<file path="src/rtl/regfile_pkg.sv">
// regfile_pkg: shared register-file widths and write-arbiter state encoding.
package regfile_pkg;
    localparam int REG_ADDR_W = 3;
    localparam int REG_DATA_W = 8;
    localparam int NUM_REGS   = 8;
    typedef enum logic {MEM_PRI, ALU_FORCE} arb_state_t;
endpackage

</file>
<file path="src/rtl/starve_counter.sv">
// starve_counter: counts consecutive ALU denials, saturating at STARVE_LIMIT.
module starve_counter #(
    parameter int STARVE_LIMIT = 3
) (
    input  logic CLK,
    input  logic RESET,
    input  logic alu_valid,
    input  logic alu_ready,
    output logic reach
);
    logic [2:0] count, count_next;
    always_comb begin
        count_next = (alu_ready || !alu_valid) ? 3'd0 :
                     (count >= 3'(STARVE_LIMIT)) ? count : count + 3'd1;
        reach = count_next == 3'(STARVE_LIMIT);
    end
    always_ff @(posedge CLK) count <= RESET ? 3'd0 : count_next;
endmodule

</file>
<file path="src/rtl/reg_write_arbiter.sv">
// reg_write_arbiter: arbitrates MEM/ALU writebacks onto the single register-file
// write port and tracks pending destination registers in a BUSY scoreboard.
module reg_write_arbiter
    import regfile_pkg::*;
#(
    parameter int STARVE_LIMIT = 3
) (
    input  logic                  CLK,
    input  logic                  RESET,
    input  logic                  MEM_VALID,
    input  logic [REG_ADDR_W-1:0] MEM_ADDR,
    input  logic [REG_DATA_W-1:0] MEM_DATA,
    output logic                  MEM_READY,
    input  logic                  ALU_VALID,
    input  logic [REG_ADDR_W-1:0] ALU_ADDR,
    input  logic [REG_DATA_W-1:0] ALU_DATA,
    output logic                  ALU_READY,
    input  logic                  ISSUE_VALID,
    input  logic [REG_ADDR_W-1:0] ISSUE_ADDR,
    output logic                  RF_WRITE,
    output logic [REG_ADDR_W-1:0] RF_INADDRESS,
    output logic [REG_DATA_W-1:0] RF_IN,
    output logic [NUM_REGS-1:0]   BUSY
);
    arb_state_t state;
    logic reach, mem_pri, grant;
    logic [NUM_REGS-1:0] set_mask, clr_mask;
    starve_counter #(.STARVE_LIMIT(STARVE_LIMIT)) u_starve (
        .CLK(CLK), .RESET(RESET), .alu_valid(ALU_VALID), .alu_ready(ALU_READY), .reach(reach)
    );
    always_comb begin
        mem_pri   = state == MEM_PRI;
        MEM_READY = !RESET && MEM_VALID && (!ALU_VALID || mem_pri);
        ALU_READY = !RESET && ALU_VALID && (!MEM_VALID || !mem_pri);
        grant     = MEM_READY || ALU_READY;
        set_mask  = ISSUE_VALID ? NUM_REGS'(1) << ISSUE_ADDR : '0;
        clr_mask  = RF_WRITE ? NUM_REGS'(1) << RF_INADDRESS : '0;
    end
    // Set is OR'd after clear so a same-cycle issue keeps the register busy.
    always_ff @(posedge CLK) begin
        if (RESET) begin
            state        <= MEM_PRI;
            RF_WRITE     <= 1'b0;
            RF_INADDRESS <= '0;
            RF_IN        <= '0;
            BUSY         <= '0;
        end else begin
            state    <= mem_pri ? (reach ? ALU_FORCE : MEM_PRI)
                                : ((ALU_READY || !ALU_VALID) ? MEM_PRI : ALU_FORCE);
            RF_WRITE <= grant;
            if (grant) begin
                RF_INADDRESS <= MEM_READY ? MEM_ADDR : ALU_ADDR;
                RF_IN        <= MEM_READY ? MEM_DATA : ALU_DATA;
            end
            BUSY <= (BUSY & ~clr_mask) | set_mask;
        end
    end
endmodule

</file>
<file path="config.mk">
export PLATFORM = sky130hd
export DESIGN_NAME = reg_write_arbiter
export DESIGN_NICKNAME = d
export VERILOG_FILES = /design/src/rtl/regfile_pkg.sv /design/src/rtl/starve_counter.sv /design/src/rtl/reg_write_arbiter.sv
export SDC_FILE = /design/constraint.sdc
export NUM_CORES = 1
export LEC_CHECK = 0
export BUFFER_PORTS_ARGS = -buffer_cell sky130_fd_sc_hd__buf_2
export CAP_MARGIN = 20
export CORE_UTILIZATION = 40
export CTS_CLUSTER_SIZE = 24
export DETAILED_ROUTE_END_ITERATION = 7
export MAX_ROUTING_LAYER = met4
export PLACE_DENSITY = 0.72
export SKIP_CTS_REPAIR_TIMING = 1
export SYNTH_ARGS = -nofsm -noshare
export SYNTH_HDL_FRONTEND = slang
export SYNTH_SLANG_ARGS = --single-unit
</file>
<file path="constraint.sdc">
create_clock -name CLK -period 1.3 [get_ports CLK]
set_clock_uncertainty 0.1 [all_clocks]
set_input_delay 0.065 -clock CLK [delete_from_list [all_inputs] [get_ports CLK]]
set_output_delay 0.065 -clock CLK [all_outputs]
set_load 0.005 [all_outputs]
</file>
==> results.json, run 1 <==
{
  "setup_violations": 9,
  "core_region_area_um2": 2780,
  "cap_violations": 0,
  "cts_made_buffers": 3,
  "postSynthAreaPerCell_um2": 9.85,
  "ys_ff_latch": 24,
  "synth_cell_type_count": 29,
  "layout_setup_ws_ns": -0.0589,
  "firstDrtPassIters": 4,
  "cp_num_buf_inv": 1,
  "rsz0062_at_grt": "yes",
  "synth_area_leaders": "dfxtp_1, a2111oi_2, a221o_1, a2111oi_4, a21oi_1",
  "cp.required_ns": 1.41,
  "cpPeakStageDelay_ns": 0.38,
  "root_buffer": "clkbuf_4",
  "seq_area_um2": 484,
  "synthMostInstantiatedCell": "dfxtp_1",
  "clock.fmax_mhz": 736,
  "grt_pass1_vias": 1077,
  "fp.dieH_um": 56.6,
  "gr-total-overflow": 0,
  "synth_compound_area_frac": 0.339,
  "vias": 1253,
  "io_buffers": 51,
  "n_fill_cell": 223,
  "synthCells": 121,
  "yosys.area.top_type": "dfxtp_1",
  "drive_above_1_share": 0.467,
  "powerDensity_nw_per_um2": 830,
  "yosysWarnings": 0,
  "maxSlewHeadroom": 0.744,
  "multi_input_area_um2": 693,
  "grt_max_degree": 24,
  "whs_ns": 0.105,
  "antenna_cells": 0,
  "grt_pass1_wl_um": 4800,
  "synth_xor_xnor_area_share": 0,
  "synthAdderAreaFrac": 0.0210,
  "synth_top_family_by_area": "compound AO/OA/AOI/OAI gates",
  "p_total_mw": 1.52,
  "synthArstFlopShare": 0,
  "p_leak_nw": 0.804,
  "ys.flop_type": "dfxtp_1",
  "synth-edff-count": 0,
  "crit_type": "flop to flop",
  "io_pins": 52,
  "path_clk_slew_ns": 0.13,
  "min_period_ns": 1.36,
  "synth-seq-area-share": 0.403,
  "cp_top_family": "flip-flops",
  "totalWireLength_um": 3290,
  "yosysTopAreaCellShare": 0.403,
  "outcome": "finished with violations",
  "fin_crit_sh": 1.05,
  "vias_per_cell": 5.45,
  "maxSlewViolCount": 0,
  "worstPathMaxFanout": 8,
  "areaGrowthSynthToFinish_pct": 53.4,
  "antenna_found_initial": 0,
  "synth-simple-area-share": 0.156,
  "cts_tree": "yes",
  "nets": 232,
  "track_usage": 0.195,
  "dieWidth_um": 56.6,
  "cp-end-kind": "flop",
  "wl_per_cell_um": 14.3,
  "muxShareOfSynthArea": 0,
  "clk_path_buf_depth": 2,
  "netlist_area_um2": 1190,
  "cp_cell_sequence": "nand2_4, and3b_4, buf_4, a221o_1",
  "violations": "negative setup slack",
  "vdd.ir_drop.worst_mv": 1.06,
  "cts_htree_levels": 1,
  "remaining_drc_errors": 0,
  "hold_viol": 0,
  "worstSkewPairLatency_ns": 0.31,
  "start_kind": "flop",
  "drt-initial-drc-count": 37,
  "cts_sinks": 24,
  "worstHoldPathType": "input port to flop",
  "start_util": 0.429,
  "syn_nets": 153,
  "arrival_ns": 1.47,
  "place_ws_ns": -0.307,
  "synth_common_cells": "dfxtp_1, inv_1, a221o_1",
  "die-area_um2": 3200,
  "place_congestion": 0.942,
  "drtAntennaViolNets": 0,
  "dp_hpwl_um": 2230,
  "rows": 19,
  "worst_pin_slew_ns": 0.375,
  "slowest_stage": "dfxtp_2"
}
[logic make-up (layout without fill, tap and decap cells)]
logic type / count (synthesis) / after routing
compound gates: 42 / 42
simple gates: 34 / 34
flops: 24 / 24
buf+inv: 19 / 97
fa+ha+maj: 2 / 2
[stage by stage]
step / utilization / TNS, ns / instances / cell area, um2
floorplan: - / 0 / 121 / 1200
detailed placement: 0.549 / -3.17 / 206 / 1530
global route: 0.658 / -0.753 / 230 / 1830
finish: 0.658 / -0.371 / 230 / 1830
global placement: 0.549 / -2.27 / 206 / 1530
CTS: 0.562 / -0.549 / 210 / 1560
[tightest hold or removal path: stages]
cell and delay, ns:
buf_2 0.09, inv_1 0.04, a2111oi_0 0.04, a221o_1 0.25
[where the power goes]
part	switching (mW)	leakage, nW	internal, mW
clock network	0.220	0.0210	0.171
logic	0.144	0.584	0.173
registers	0.0317	0.199	0.778
[cell type report]
class,instances,area share
inverters,12,0.0246
flip-flops and latches,24,0.265
repair buffers,81,0.291
well taps,31,0.0212
clock buffers,4,0.0198
multi-input cells,78,0.379
[cells in the final DEF, fill, tap and decap left out, types with 3 or more instances in the layout]
cell,instances
a21oi_1,9
nand3_1,4
nor2b_1,4
inv_1,12
dlygate4sd3_1,15
nand2b_1,3
nor2_1,4
a221o_1,11
dfxtp_1,21
buf_2,52
clkbuf_4,3
o21ai_0,6
a2111oi_2,8
buf_4,12
nand2_1,7
dfxtp_2,3
[final timing paths]
check	startpoint	to	slack, ns	depth (start not counted)
setup / recovery	state	RF_IN[4]	-0.06	4
hold / removal	ALU_DATA[0]	RF_IN[0]	0.11	4
setup reg to reg	state	RF_IN[4]	-0.06	4
hold reg to reg	BUSY[6]	BUSY[6]	0.39	2
[state kept, by name, indices dropped and copies added, names as in the netlist]
name and count:
u_starve.count 3, RF_IN 8, BUSY 8, state 1, RF_INADDRESS 3, RF_WRITE 1
[metal layers]
metal / up-vias / track usage / share of wire
met3: 6 / 0.0530 / 0.042
met2: 41 / 0.323 / 0.53
met5: - / - / 0
met1: 586 / 0.230 / 0.41
met4: 0 / 0.0557 / 0.017
li1: 620 / - / -
(Power assumes the default switching activity.)
==> run 2, diff against run 1 <==
ABC_AREA = 1   (was default)
CORE_UTILIZATION = 25   (was 40)
PLACE_DENSITY = default   (was 0.72)
==> run 2 against run 1 <==
  * The flow finishes with violations (negative hold slack, negative setup slack)
  * Sequential share of layout area increased by 0.96 points
  * Flip-flop and latch count unchanged
  * First-iteration DRC count down 54%
  * Utilization fell by 28 points
  * Fmax grew 1.2%
  * Count of clock-buffer cells in the layout fell by 1
  * Synthesized cell count up 49%
  * Synthesized area grew 2.7%
  * Setup slack gained 0.016 ns
  * Total power is 18% higher
==> results.json, run 2 <==
{
  "setup_violations": 3,
  "rows": 25,
  "core_region_area_um2": 4720,
  "gr-total-overflow": 0,
  "firstDrtPassIters": 4,
  "antenna_cells": 0,
  "p_leak_nw": 0.933,
  "vdd.ir_drop.worst_mv": 0.456,
  "syn_nets": 212,
  "io_buffers": 51,
  "totalWireLength_um": 3040,
  "synth-seq-area-share": 0.392,
  "cts_htree_levels": 1,
  "synth_area_leaders": "dfxtp_1, nand2_1, nand3_1, inv_1, nor2_1",
  "grtUsageMet1": 0.155,
  "root_buffer": "clkbuf_8",
  "grt.busiest_layer": "met2",
  "synthCells": 180,
  "r2r_cells": 8,
  "final_common_cell": "nand2_1",
  "synth-edff-count": 0,
  "clk_path_buf_depth": 2,
  "netlist_area_um2": 1220,
  "arrival_ns": 1.42,
  "vias": 1279,
  "die-area_um2": 5180,
  "use_met2": 0.210,
  "cts_sinks": 24,
  "postLayoutCoreUtil": 0.374,
  "cp-end-kind": "flop",
  "tns_ns": -0.116,
  "worstSkewPairLatency_ns": 0.27,
  "place_congestion": 0.719,
  "remaining_drc_errors": 0,
  "dieWidth_um": 72.0,
  "internal_power_mw": 1.34,
  "yosys.area.top_type": "dfxtp_1",
  "maxSlewViolCount": 0,
  "ys.flop_type": "dfxtp_1",
  "clock.fmax_mhz": 745,
  "use_met3": 0.0250,
  "drive_above_1_share": 0.373,
  "hold_viol": 8,
  "n_fill_cell": 499,
  "io_pins": 52,
  "start_util": 0.259,
  "ys_ff_latch": 24,
  "worst_pin_slew_ns": 0.369,
  "synthArstFlopShare": 0,
  "cap_violations": 0,
  "whs_ns": -0.0350,
  "cts_tree": "yes",
  "min_period_ns": 1.34,
  "synth_common_cells": "nand2_1, dfxtp_1, inv_1",
  "powerDensity_nw_per_um2": 1020,
  "postSynthAreaPerCell_um2": 6.81,
  "maxSlewHeadroom": 0.754,
  "fin_crit_sh": 1.03,
  "start_kind": "flop",
  "nets": 274,
  "grt_pass1_wl_um": 4990,
  "vias_per_cell": 4.15,
  "antenna_found_initial": 0,
  "swShare": 0.257,
  "pwr-share-clk": 0.373,
  "fp.dieH_um": 72.0,
  "final_cell_mix": "nand2_1, buf_2, dfxtp_1",
  "drt-initial-drc-count": 17,
  "p_total_mw": 1.80,
  "whs_path_depth": 5,
  "areaGrowthSynthToFinish_pct": 44.1,
  "crit_type": "flop to flop",
  "worstHoldPathType": "input port to flop",
  "p_comb_frac": 0.176,
  "yosysWarnings": 0,
  "drtAntennaViolNets": 0,
  "rsz0062_at_grt": "yes",
  "switchingPower_mw": 0.461,
  "reg_top3": "BUSY (8), RF_IN (8)",
  "synthMostInstantiatedCell": "nand2_1",
  "stdcell_area_um2": 1770,
  "dp_hpwl_um": 2290,
  "track_usage": 0.125,
  "outcome": "finished with violations",
  "sequentialPowerShare": 0.451,
  "cp.required_ns": 1.38,
  "path_clk_slew_ns": 0.09,
  "worstPathMaxFanout": 4,
  "wl_per_cell_um": 9.87,
  "post_dp_cell_area_um2": 1570,
  "grt_pass1_vias": 1168,
  "cts_made_buffers": 3,
  "synth_cell_type_count": 18,
  "yosysTopAreaCellShare": 0.392,
  "grt_max_degree": 17,
  "violations": "negative hold slack, negative setup slack",
  "layout_setup_ws_ns": -0.0427
}
[run 2: cell types whose count changed in the layout (fill, tap and decap cells not counted), sizes merged, moves of 2 or more]
| cell | previous run | this run |
|---|---|---|
| nand3 | 4 | 18 |
| buf | 66 | 56 |
| nor3 | 2 | 0 |
| a221o | 11 | 0 |
| dlygate4sd3 | 15 | 5 |
| o31ai | 3 | 0 |
| nor2b | 4 | 0 |
| nand2 | 9 | 74 |
| nor2 | 6 | 17 |
| o21ai | 6 | 9 |
| a2111oi | 11 | 0 |
| inv | 12 | 21 |
| nand2b | 3 | 0 |
[run 2: power groups by stage]
stage                     combinational [mW]  clock [mW]  sequential, mW
final                                  0.316       0.670           0.809
after global routing                   0.361       0.713           0.817
after CTS                              0.298       0.695           0.808
after detailed placement               0.297           0           0.825
after global placement                 0.294           0           0.824
after floorplan                        0.167           0           0.826
[run 2: path summary, 6_finish.rpt]
path	from	slack (ns)	endpoint
max	u_starve.count[1]	-0.04	state
min	MEM_ADDR[0]	-0.04	RF_INADDRESS[0]
max reg2reg	u_starve.count[1]	-0.04	state
min reg2reg	BUSY[0]	0.37	BUSY[0]
[run 2: critical path, cell delays in order, from the launching register on]
cell     delay [ns]
dfxtp_2        0.35
ha_4           0.16
ha_4           0.15
nor2_4         0.16
nand2_2        0.09
nand2_2        0.06
nand2_2        0.06
nand3_2        0.07
nor2_2         0.04
[run 2: stage by stage]
step	hold WS [ns]	cells	setup WS, ns
after floorplan	0.142	180	0.000840
after global routing	0.000326	308	-0.124
after CTS	-0.0445	303	-0.0798
after detailed placement	0.244	299	-0.0633
after global placement	0.244	299	-0.0237
final	-0.0350	308	-0.0427
[run 2: area by class of cell]
type / count / area, um2 / area share
sequential: 24 / 484 / 0.274
inverter: 21 / 91.3 / 0.0517
multi-input combinational: 131 / 692 / 0.392
clock buffer: 3 / 41.3 / 0.0234
tap: 67 / 83.8 / 0.0475
timing repair buffer: 61 / 343 / 0.194
clock inverter: 1 / 30.0 / 0.0170
[run 2: routing by layer]
layer  wire [um]  vias to the layer above
li1            -                      684
met1        1460                      553
met2        1420                       38
met3         139                        4
met4          18                        0
met5           0                        -
[run 2: kinds of logic (layout without fill, tap and decap cells)]
| logic type | count (synthesis) | count (layout) | share of synthesized area |
|---|---|---|---|
| AOI/OAI and AO/OA | 19 | 19 | 0.0868 |
| DFF | 24 | 24 | 0.392 |
| buffers and inverters | 25 | 86 | 0.103 |
| adders and majority gates | 2 | 2 | 0.0204 |
| and+or+nand+nor | 110 | 110 | 0.397 |
==> run 3, diff against run 2 <==
ABC_AREA = default   (was 1)
REMOVE_ABC_BUFFERS = 1   (was default)
==> run 3 against run 2 <==
  * The flow finishes with violations (design-rule violations)
  * Fmax up 5.4%
  * Sequential share of layout area down 2.3 points
  * Critical path type unchanged
  * Count of clock-buffer cells in the layout unchanged
  * Wire length up 18%
  * Sequential power about the same
==> results.json, run 3 (synthesis gave the netlist of run 1 again) <==
{
  "r2r_cells": 4,
  "powerDensity_nw_per_um2": 932,
  "remaining_drc_errors": 5,
  "violations": "design-rule violations",
  "drive_above_1_share": 0.449,
  "min_period_ns": 1.27,
  "crit_type": "flop to flop",
  "start_util": 0.266,
  "gr-total-overflow": 0,
  "worst_pin_slew_ns": 0.716,
  "reg2reg_setup_slack_ns": 0.03,
  "path_clk_slew_ns": 0.09,
  "setup_violations": 0,
  "vias": 1223,
  "vdd.ir_drop.worst_mv": 0.683,
  "seq_area_um2": 483,
  "hold_viol": 0,
  "cts_made_buffers": 3,
  "cp.required_ns": 1.35,
  "r2r_start": "u_starve.count[1]",
  "worstPathMaxFanout": 4,
  "die-area_um2": 5050,
  "totalWireLength_um": 3590,
  "worstHoldPathType": "input port to flop",
  "final_common_cell": "buf_2",
  "cts_sinks": 24,
  "layout_setup_ws_ns": 0.0260,
  "io_buffers": 51,
  "whs_ns": 0.00426,
  "use_met3": 0.0399,
  "cts_htree_levels": 1,
  "root_buffer": "clkbuf_8",
  "outcome": "finished with violations",
  "tns_ns": 0,
  "p_leak_nw": 0.820,
  "dieWidth_um": 71.1,
  "arrival_ns": 1.32,
  "clock.fmax_mhz": 785,
  "rows": 24,
  "final_cell_mix": "buf_2, dfxtp_1, dlygate4sd3_1",
  "grt.busiest_layer": "met2",
  "fp.dieH_um": 71.1,
  "antenna_found_initial": 0,
  "grt_max_degree": 19,
  "place_congestion": 0.794,
  "reg_top3": "BUSY (8), RF_IN (8)",
  "firstDrtPassIters": 6,
  "maxSlewHeadroom": 0.519,
  "io_pins": 52,
  "maxSlewViolCount": 0,
  "cts_tree": "yes",
  "timing.rr.end": "u_starve.count[0]",
  "use_met2": 0.210,
  "grt_pass1_vias": 1103,
  "place_ws_ns": -0.0938,
  "drtAntennaViolNets": 0,
  "wl_per_cell_um": 14.3,
  "core_region_area_um2": 4470,
  "cap_violations": 0,
  "crit_start": "u_starve.count[1]",
  "n_fill_cell": 438,
  "grtUsageMet1": 0.179,
  "vias_per_cell": 4.89,
  "start_kind": "flop",
  "dp_hpwl_um": 2480,
  "areaGrowthSynthToFinish_pct": 61.0,
  "cp-end-kind": "flop",
  "antenna_cells": 0,
  "crit_path_end": "u_starve.count[0]",
  "track_usage": 0.135,
  "grt_pass1_wl_um": 5220,
  "clk_path_buf_depth": 2,
  "multi_input_area_um2": 732,
  "fin_crit_sh": 0.980,
  "nets": 231,
  "worstSkewPairLatency_ns": 0.26,
  "drt-initial-drc-count": 47
}
## run 3: how the worst min path moves through the flow
| stage | start | end | slack [ns] | depth (start not counted) |
|---|---|---|---|---|
| after global placement | MEM_ADDR[2] | RF_INADDRESS[2] | 0.19 | 2 |
| after CTS | MEM_DATA[7] | RF_IN[7] | -0.08 | 2 |
| final | ISSUE_ADDR[0] | BUSY[5] | 0.004 | 3 |
| after detailed placement | MEM_DATA[7] | RF_IN[7] | 0.19 | 2 |
| after global routing | ISSUE_ADDR[0] | BUSY[5] | 0.005 | 3 |
| after floorplan | RESET | BUSY[0] | 0.03 | 1 |
## run 3: per-layer routing
layer / wire length (um) / vias to the layer above
met5: 0 / -
met4: 10 / 0
met3: 188 / 2
met2: 1660 / 36
met1: 1730 / 571
li1: - / 614
## run 3: final cells by class
| class | count | share of cell area |
|---|---|---|
| clock inverter | 1 | 0.0156 |
| clock buffer | 3 | 0.0215 |
| inverter | 12 | 0.0235 |
| timing repair buffer | 79 | 0.272 |
| sequential | 24 | 0.252 |
| tap | 52 | 0.0339 |
| multi-input combinational | 79 | 0.381 |
## run 3: power breakdown
part	switching [mW]	internal, mW	total, mW
combinational	0.155	0.174	0.329
clock	0.239	0.411	0.651
sequential	0.0318	0.777	0.809
## run 3: worst max-delay path, stage by stage (launching register included)
cell and delay, ns:
dfxtp_1 0.34, ha_4 0.17, ha_4 0.17, nor4b_2 0.30, nor3_1 0.08
## run 3: through the flow
| stage | instances | area, um2 | utilization | power (mW) |
|---|---|---|---|---|
| 6_report | 250 | 1920 | 0.429 | 1.79 |
| 5_1_grt | 250 | 1920 | 0.429 | 1.88 |
| 4_1_cts | 235 | 1650 | 0.369 | 1.75 |
| 3_5_place_dp | 231 | 1580 | 0.353 | 1.09 |
| 3_3_place_gp | 231 | 1580 | 0.353 | 1.09 |
| 2_1_floorplan | 114 | 1140 | - | 0.930 |
